--- src/rtl/sam_tx_if.sv ---
`default_nettype none
// +----------------------------------------------------------------------------+
// | Interface : sam_tx_if                                                       |
// | Purpose   : Host-side and line-side signal bundle of the SAM transmitter.   |
// |             master = host / stimulus end, slave = the transmitter itself.   |
// | Signals   : cfg_start  1-cycle request to send a configuration frame        |
// |             n_in       length exponent, L = 1 << n_in                       |
// |             d_in       key word d                                           |
// |             cn_in      mask word N                                          |
// |             msg_start  1-cycle request to send a message                    |
// |             msg_in     message word                                         |
// |             mode       high during the configuration frame                  |
// |             str        serial line towards the SAM encoder                  |
// |             ready      transmitter accepts a new request                    |
// |             done       1-cycle pulse at the end of a frame or message       |
// |             err        1-cycle pulse for a rejected configuration request   |
// | Revision  : 1.0 - initial release                                           |
// +----------------------------------------------------------------------------+
interface sam_tx_if #(
  parameter int LOG2W = 4
);
  localparam int C_MAXW = 1 << LOG2W;

  logic              cfg_start;
  logic [3:0]        n_in;
  logic [C_MAXW-1:0] d_in;
  logic [C_MAXW-1:0] cn_in;
  logic              msg_start;
  logic [C_MAXW-1:0] msg_in;
  logic              mode;
  logic              str;
  logic              ready;
  logic              done;
  logic              err;

  modport master (
    output cfg_start, n_in, d_in, cn_in, msg_start, msg_in,
    input  mode, str, ready, done, err
  );

  modport slave (
    input  cfg_start, n_in, d_in, cn_in, msg_start, msg_in,
    output mode, str, ready, done, err
  );
endinterface
`default_nettype wire

--- src/rtl/sam_tx.sv ---
`default_nettype none
// +----------------------------------------------------------------------------+
// | Module    : sam_tx                                                          |
// | Purpose   : Serial transmitter for the SAM link. Sends a configuration      |
// |             frame (n, key d, mask N) with mode high, then sends message     |
// |             bits as pulse-width-coded symbols on str, MSB first.            |
// | Ports     : clk    clock, all logic on its rising edge                      |
// |             reset  asynchronous, active-high reset                          |
// |             bus    sam_tx_if.slave (host requests in, mode/str/status out)  |
// | Revision  : 1.0 - initial release                                           |
// +----------------------------------------------------------------------------+
module sam_tx #(
  parameter int LOG2W   = 4,
  parameter int T_LONG  = 12,
  parameter int T_SHORT = 6,
  parameter int T_GUARD = 2
) (
  input  logic     clk,
  input  logic     reset,
  sam_tx_if.slave  bus
);

  localparam int C_MAXW  = 1 << LOG2W;
  localparam int C_BW    = LOG2W + 1;
  // The cycle counter must hold the longest timed phase: a symbol half,
  // the guard, the four n bits or a whole L-bit mask field.
  localparam int C_CMAX0 = (T_LONG > T_SHORT) ? T_LONG : T_SHORT;
  localparam int C_CMAX1 = (C_CMAX0 > T_GUARD) ? C_CMAX0 : T_GUARD;
  localparam int C_CMAX2 = (C_CMAX1 > 4) ? C_CMAX1 : 4;
  localparam int C_CMAX  = (C_CMAX2 > C_MAXW) ? C_CMAX2 : C_MAXW;
  localparam int C_CW    = $clog2(C_CMAX + 1);

  typedef logic [C_CW-1:0]  cnt_t;
  typedef logic [C_BW-1:0]  bit_t;
  typedef logic [LOG2W-1:0] idx_t;
  typedef logic [1:0]       nsel_t;

  localparam cnt_t       C_CNT_ONE = cnt_t'(1);
  localparam cnt_t       C_TL      = cnt_t'(T_LONG);
  localparam cnt_t       C_TS      = cnt_t'(T_SHORT);
  localparam cnt_t       C_TG      = cnt_t'(T_GUARD);
  localparam cnt_t       C_NBITS   = cnt_t'(4);
  localparam bit_t       C_BIT_ONE = bit_t'(1);
  localparam bit_t       C_BIT_TWO = bit_t'(2);
  localparam logic [3:0] C_NMAX    = 4'(LOG2W);

  // Parameter sanity: the receiver discriminates symbols by their period,
  // and zero-length phases would break the countdown scheme.
  generate
    if ((T_LONG + T_SHORT) < 10 || (T_LONG + T_SHORT) > 60) begin : g_bad_period
      $error("sam_tx: symbol period T_LONG+T_SHORT must lie in 10..60");
    end
    if (T_SHORT < 1 || T_LONG < 1 || T_GUARD < 1) begin : g_bad_timing
      $error("sam_tx: T_LONG, T_SHORT and T_GUARD must be at least 1");
    end
    if (LOG2W < 1 || LOG2W > 15) begin : g_bad_width
      $error("sam_tx: LOG2W must lie in 1..15");
    end
  endgenerate

  typedef enum logic [3:0] {
    S_IDLE  = 4'd0,
    S_PRE   = 4'd1,
    S_CFG_N = 4'd2,
    S_CFG_D = 4'd3,
    S_CFG_C = 4'd4,
    S_GUARD = 4'd5,
    S_RDY   = 4'd6,
    S_HI    = 4'd7,
    S_LO    = 4'd8,
    S_MARK  = 4'd9
  } state_t;

  state_t            r_state, w_state_nxt;
  cnt_t              r_cnt,   w_cnt_nxt;    // cycles left in the current phase
  bit_t              r_bit,   w_bit_nxt;    // bits left in d field / message, L..1
  logic [3:0]        r_n,     w_n_nxt;
  logic [C_MAXW-1:0] r_d,     w_d_nxt;
  logic [C_MAXW-1:0] r_cn,    w_cn_nxt;
  logic [C_MAXW-1:0] r_msg,   w_msg_nxt;

  logic r_mode,  w_mode_nxt;
  logic r_str,   w_str_nxt;
  logic r_ready, w_ready_nxt;
  logic r_done,  w_done_nxt;
  logic r_err,   w_err_nxt;

  bit_t w_len;
  logic w_req_ok;
  logic w_first_bit;
  logic w_cur_bit;
  logic w_following_bit;

  // L from the latched exponent; r_n never exceeds LOG2W so L fits C_BW bits.
  assign w_len           = C_BIT_ONE << r_n;
  assign w_req_ok        = (bus.n_in <= C_NMAX);
  // Message bit values needed when loading a symbol's first half:
  // MSB of the word being latched, the bit now on the line, and the next one.
  assign w_first_bit     = bus.msg_in[idx_t'(w_len - C_BIT_ONE)];
  assign w_cur_bit       = r_msg[idx_t'(r_bit - C_BIT_ONE)];
  assign w_following_bit = r_msg[idx_t'(r_bit - C_BIT_TWO)];

  always_ff @(posedge clk or posedge reset) begin
    if (reset) begin
      r_state <= S_IDLE;
      r_cnt   <= '0;
      r_bit   <= '0;
      r_n     <= '0;
      r_d     <= '0;
      r_cn    <= '0;
      r_msg   <= '0;
      r_mode  <= 1'b0;
      r_str   <= 1'b0;
      r_ready <= 1'b1;
      r_done  <= 1'b0;
      r_err   <= 1'b0;
    end else begin
      r_state <= w_state_nxt;
      r_cnt   <= w_cnt_nxt;
      r_bit   <= w_bit_nxt;
      r_n     <= w_n_nxt;
      r_d     <= w_d_nxt;
      r_cn    <= w_cn_nxt;
      r_msg   <= w_msg_nxt;
      r_mode  <= w_mode_nxt;
      r_str   <= w_str_nxt;
      r_ready <= w_ready_nxt;
      r_done  <= w_done_nxt;
      r_err   <= w_err_nxt;
    end
  end

  // Next state plus the output values that state will present. Outputs are
  // derived from the next-cycle state so that they leave the flops aligned
  // with the state they describe.
  always_comb begin
    w_state_nxt = r_state;
    w_cnt_nxt   = r_cnt;
    w_bit_nxt   = r_bit;
    w_n_nxt     = r_n;
    w_d_nxt     = r_d;
    w_cn_nxt    = r_cn;
    w_msg_nxt   = r_msg;
    w_done_nxt  = 1'b0;
    w_err_nxt   = 1'b0;

    case (r_state)
      S_IDLE, S_RDY: begin
        if (bus.cfg_start) begin
          // Configuration wins over a simultaneous message request.
          if (w_req_ok) begin
            w_n_nxt     = bus.n_in;
            w_d_nxt     = bus.d_in;
            w_cn_nxt    = bus.cn_in;
            w_cnt_nxt   = '0;
            w_state_nxt = S_PRE;
          end else begin
            w_err_nxt = 1'b1;
          end
        end else if (bus.msg_start && (r_state == S_RDY)) begin
          w_msg_nxt   = bus.msg_in;
          w_bit_nxt   = w_len;
          w_cnt_nxt   = w_first_bit ? C_TL : C_TS;
          w_state_nxt = S_HI;
        end
      end

      S_PRE: begin
        w_cnt_nxt   = C_NBITS;
        w_bit_nxt   = w_len;
        w_state_nxt = S_CFG_N;
      end

      S_CFG_N: begin
        if (r_cnt == C_CNT_ONE) begin
          w_state_nxt = S_CFG_D;
        end else begin
          w_cnt_nxt = r_cnt - C_CNT_ONE;
        end
      end

      S_CFG_D: begin
        if (r_bit == C_BIT_ONE) begin
          // The mask field is timed by the cycle counter so the bit counter
          // is only ever reloaded on leaving PRE or RDY.
          w_cnt_nxt   = cnt_t'(w_len);
          w_state_nxt = S_CFG_C;
        end else begin
          w_bit_nxt = r_bit - C_BIT_ONE;
        end
      end

      S_CFG_C: begin
        if (r_cnt == C_CNT_ONE) begin
          w_cnt_nxt   = C_TG;
          w_done_nxt  = 1'b1;
          w_state_nxt = S_GUARD;
        end else begin
          w_cnt_nxt = r_cnt - C_CNT_ONE;
        end
      end

      S_GUARD: begin
        if (r_cnt == C_CNT_ONE) begin
          w_state_nxt = S_RDY;
        end else begin
          w_cnt_nxt = r_cnt - C_CNT_ONE;
        end
      end

      S_HI: begin
        if (r_cnt == C_CNT_ONE) begin
          w_cnt_nxt   = w_cur_bit ? C_TS : C_TL;
          w_state_nxt = S_LO;
        end else begin
          w_cnt_nxt = r_cnt - C_CNT_ONE;
        end
      end

      S_LO: begin
        if (r_cnt == C_CNT_ONE) begin
          if (r_bit == C_BIT_ONE) begin
            w_state_nxt = S_MARK;
          end else begin
            w_bit_nxt   = r_bit - C_BIT_ONE;
            w_cnt_nxt   = w_following_bit ? C_TL : C_TS;
            w_state_nxt = S_HI;
          end
        end else begin
          w_cnt_nxt = r_cnt - C_CNT_ONE;
        end
      end

      S_MARK: begin
        // The closing rising edge lets the receiver measure the last low phase.
        w_cnt_nxt   = C_TG;
        w_done_nxt  = 1'b1;
        w_state_nxt = S_GUARD;
      end

      default: begin
        w_state_nxt = S_IDLE;
      end
    endcase

    w_mode_nxt  = (w_state_nxt inside {S_PRE, S_CFG_N, S_CFG_D, S_CFG_C});
    w_ready_nxt = (w_state_nxt inside {S_IDLE, S_RDY});

    case (w_state_nxt)
      S_CFG_N: w_str_nxt = w_n_nxt[nsel_t'(w_cnt_nxt - C_CNT_ONE)];
      S_CFG_D: w_str_nxt = w_d_nxt[idx_t'(w_bit_nxt - C_BIT_ONE)];
      S_CFG_C: w_str_nxt = w_cn_nxt[idx_t'(w_cnt_nxt - C_CNT_ONE)];
      S_HI:    w_str_nxt = 1'b1;
      S_MARK:  w_str_nxt = 1'b1;
      default: w_str_nxt = 1'b0;
    endcase
  end

  assign bus.mode  = r_mode;
  assign bus.str   = r_str;
  assign bus.ready = r_ready;
  assign bus.done  = r_done;
  assign bus.err   = r_err;

endmodule
`default_nettype wire

--- src/flat_wrapper.sv ---
// flat-port wrapper written by rule: the top's interface ports become plain ports
module sam_tx_flat 
#(
  parameter int LOG2W   = 4,
  parameter int T_LONG  = 12,
  parameter int T_SHORT = 6,
  parameter int T_GUARD = 2
)
  (clk, reset, bus_cfg_start, bus_n_in, bus_d_in, bus_cn_in, bus_msg_start, bus_msg_in, bus_mode, bus_str, bus_ready, bus_done, bus_err);
  sam_tx_if #(.LOG2W(LOG2W)) bus_i ();
  input  logic clk;
  input  logic reset;
  input wire logic [$bits(bus_i.cfg_start)-1:0] bus_cfg_start;
  input wire logic [$bits(bus_i.n_in)-1:0] bus_n_in;
  input wire logic [$bits(bus_i.d_in)-1:0] bus_d_in;
  input wire logic [$bits(bus_i.cn_in)-1:0] bus_cn_in;
  input wire logic [$bits(bus_i.msg_start)-1:0] bus_msg_start;
  input wire logic [$bits(bus_i.msg_in)-1:0] bus_msg_in;
  output wire logic [$bits(bus_i.mode)-1:0] bus_mode;
  output wire logic [$bits(bus_i.str)-1:0] bus_str;
  output wire logic [$bits(bus_i.ready)-1:0] bus_ready;
  output wire logic [$bits(bus_i.done)-1:0] bus_done;
  output wire logic [$bits(bus_i.err)-1:0] bus_err;
  assign bus_i.cfg_start = bus_cfg_start;
  assign bus_i.n_in = bus_n_in;
  assign bus_i.d_in = bus_d_in;
  assign bus_i.cn_in = bus_cn_in;
  assign bus_i.msg_start = bus_msg_start;
  assign bus_i.msg_in = bus_msg_in;
  assign bus_mode = bus_i.mode;
  assign bus_str = bus_i.str;
  assign bus_ready = bus_i.ready;
  assign bus_done = bus_i.done;
  assign bus_err = bus_i.err;
  sam_tx #(.LOG2W(LOG2W), .T_LONG(T_LONG), .T_SHORT(T_SHORT), .T_GUARD(T_GUARD)) u_core (.clk(clk), .reset(reset), .bus(bus_i));
endmodule
--- config.mk ---
export PLATFORM = sky130hd
export DESIGN_NAME = sam_tx_flat
export DESIGN_NICKNAME = d
export VERILOG_FILES = /design/src/rtl/sam_tx_if.sv /design/src/rtl/sam_tx.sv /design/src/flat_wrapper.sv
export SDC_FILE = /design/constraint.sdc
export NUM_CORES = 1
export LEC_CHECK = 0
export BUFFER_PORTS_ARGS = -buffer_cell sky130_fd_sc_hd__buf_2
export CAP_MARGIN = 20
export CORE_UTILIZATION = 51
export CTS_BUF_LIST = sky130_fd_sc_hd__clkbuf_8
export DETAILED_ROUTE_END_ITERATION = 10
export HOLD_SLACK_MARGIN = 0.03
export PLACE_DENSITY_LB_ADDON = 0.25
export SLEW_MARGIN = 20
export SYNTH_ARGS = -nofsm -noshare
export SYNTH_HDL_FRONTEND = slang
export SYNTH_SLANG_ARGS = --single-unit
--- constraint.sdc ---
create_clock -name clk -period 9.17 [get_ports clk]
set_clock_uncertainty 0.05 [all_clocks]
set_input_delay 1.834 -clock clk [delete_from_list [all_inputs] [get_ports clk]]
set_output_delay 1.834 -clock clk [all_outputs]
set_load 0.02 [all_outputs]
==> impl_metrics.yaml <==
synth:
  synthTopCellsByArea: "dfrtp_1 37%, mux2_2 12%, mux4_2 6.3%"
  yosys_register_bits: 71
  synthDistinctLibCells: 76
  ys.warnings.count: 0
  syn_nets: 509
  netlist_area_um2: 4680
  async_flop_share_pct: 100
  synth_area_per_cell_um2: 10.6
  yosysSeqAreaShare_pct: 38.0
  synthCells: 443
  synth-edff-count: 0
  synthFlopType: "dfrtp_1"
  synth_top_area_share_pct: 37.5
  yosysTopAreaCell: "dfrtp_1"
sta:
  fmax_ghz: 0.193
  tightest_slew_ns: 0.978
  period_share_pct: 56.6
  period_needed_ns: 5.19
  setup_viol: 0
  hold_viol_final: 0
  maxSlewViolCount: 0
  setup_ws_ns: 3.98
  tns_ns: 0
  whs_ns: 0.446
  slew_headroom_pct: 34.8
  rsz0062_at_grt: "false"
setup_path:
  path_class: "in -> reg"
  worstPathRequired_ns: 9.34
  path_max_fanout: 9
  end_kind: "register"
  crit_path_start_kind: "input port"
  cp.arrival_ns: 5.37
placed_design:
  gp_congestion: 0.958
  hpwlAfterDp_um: 8330
  dp.cells: 589
  portBuffers: 60
  pre_cts_ws_ns: 3.70
clocking:
  numCtsBuffers: 9
  holdBufCountCts: 0
  clk_pin_slew_ns: 0.07
  clock_path_buffers: 2
  cts-htree-levels: 3
  cts-root-buf: "clkbuf_8"
  cts_tree: "built"
  clock_sinks: 71
  cts_setup_buffers: 0
  cts_resized: 0
  insertion_delay_ns: 0.35
floorplan:
  core-area_um2: 8810
  ioPinCount: 61
  initial_core_util_pct: 53.1
  die_y_um: 97.8
  fp.dieW_um: 97.8
  fp.dieArea_um2: 9560
  std_cell_rows: 34
drt:
  drt_iter0_drc: 278
  ant_nets: 0
  avgViaCountPerCell: 6.27
  num_vias: 3786
  drc: 6
  drt-wirelength-per-cell_um: 19.0
  drt_wl_total_um: 11500
  drtPass1Iterations: 8
finish:
  drive_above_1_share_pct: 33.3
  layout_common_cells: "70 x dfrtp_1, 60 x buf_2, 51 x mux2_2, 23 x nand2_1, 21 x inv_1"
  syn_to_final_growth_pct: 11.5
  final_common_cell: "dfrtp_1"
  nets: 558
  diodes: 0
  stdcell_count: 604
  fillCellCount: 734
pwr:
  netSwitchingPower_uw: 986
  max-vdd-ir-drop_v: 0.000193
  seq_power_share_pct: 26.8
  swShare_pct: 44.5
  p_clk_share_pct: 11.6
  power_leakage_nw: 2.30
  p_int_mw: 1.23
  p_per_area_nw_per_um2: 425
  p_comb_share_pct: 61.6
global_routing:
  grt_max_degree: 72
  grt_overflow_total: 0
  grt_pass1_vias: 3785
  grt_pass1_wl_um: 19200
  antenna_found_initial: 0
  grt_usage_pct: 25.5
run_status:
  failed_checks: "DRC"
  status: "finished, violations left"
job:
  maxCapViolCount: 0
hold_path:
  hp-class: "reg -> reg"
kinds of logic (layout without fill, tap and decap cells):
group / count (synthesis) / count (layout) / synth area share, %
and+or+nand+nor: 127 / 127 / 15.8
DFF: 71 / 71 / 38.0
adders and majority gates: 10 / 10 / 2.68
muxes: 78 / 78 / 21.5
AOI/OAI and AO/OA: 96 / 96 / 14.9
xor gates and xnor gates: 10 / 10 / 2.27
buffers and inverters: 51 / 104 / 4.84
Yosys cell counts (all sizes together) (7+ instances only):
| cell type | n |
|---|---|
| ha | 10 |
| nand2 | 24 |
| mux2 | 51 |
| buf | 16 |
| nor2 | 21 |
| nand3 | 10 |
| nor3 | 19 |
| mux2i | 14 |
| a21oi | 14 |
| clkbuf | 11 |
| o22ai | 7 |
| o21ai | 19 |
| dfrtp | 70 |
| mux4 | 13 |
| nand2b | 9 |
| xnor2 | 7 |
| inv | 24 |
routing by layer:
layer,part of all wire [%],GRT usage [%],up-vias
met5,0,0,-
met4,2.2,10.0,0
met3,5.8,4.51,27
met2,47,39.9,157
met1,45,35.5,1838
li1,-,-,1764
cell type report:
class | count | area (um^2) | share of cell area [%]
Multi-Input combinational cell | 321 | 2680 | 51.3
Sequential cell | 71 | 1780 | 34.1
Timing Repair Buffer | 65 | 338 | 6.48
Clock buffer | 11 | 151 | 2.90
Tap cell | 108 | 135 | 2.59
Inverter | 24 | 90.1 | 1.73
Clock inverter | 4 | 46.3 | 0.888
registers in the layout (all words and copies together), names as in the netlist, 4 cells and up:
name            flops
u_core.r_n          4
u_core.r_cn        16
u_core.r_cnt        5
u_core.r_msg       16
u_core.r_d         16
u_core.r_state      4
u_core.r_bit        5
power by group through the flow:
stage	Sequential, mW	Combinational [mW]	Clock, mW
CTS	0.592	1.36	0.263
global route	0.613	1.49	0.277
finish	0.594	1.36	0.257
floorplan	0.534	1.13	0
detailed placement	0.598	1.35	0
global placement	0.588	1.32	0
worst max-delay path, stage by stage:
cell      delay (ns)
buf_2           0.13
nand4b_1        0.27
o22a_1          0.31
nor2_1          0.22
a211oi_1        0.11
nor2b_1         0.58
inv_1           0.19
ha_1            0.27
or3_1           0.48
a21o_1          0.23
o2111a_1        0.13
nor4_1          0.27
o211ai_1        0.14
a31o_1          0.20
stage by stage:
stage / util, % / area, um^2 / total power, mW
2_1_floorplan: - / 4680 / 1.67
4_1_cts: 59.2 / 5220 / 2.21
5_1_grt: 59.2 / 5220 / 2.38
3_3_place_gp: 57.0 / 5020 / 1.90
6_report: 59.2 / 5220 / 2.21
3_5_place_dp: 57.0 / 5020 / 1.94
path summary, 6_finish.rpt:
| path | from | to | slack, ns | cells past startpoint |
|---|---|---|---|---|
| worst max-delay path | bus_cfg_start | u_core.bus.str | 3.98 | 14 |
| worst min-delay path | u_core.r_d[3] | u_core.r_d[3] | 0.45 | 1 |
| worst max register to register | u_core.r_n[0] | u_core.bus.str | 4.36 | 15 |
| worst min register to register | u_core.r_d[3] | u_core.r_d[3] | 0.45 | 1 |
| max in group asynchronous | reset | u_core.r_cn[0] | 6.80 | 3 |
| min in group asynchronous | reset | u_core.bus.done | 1.70 | 3 |
Note: power is estimated with default switching activity, not from simulation.
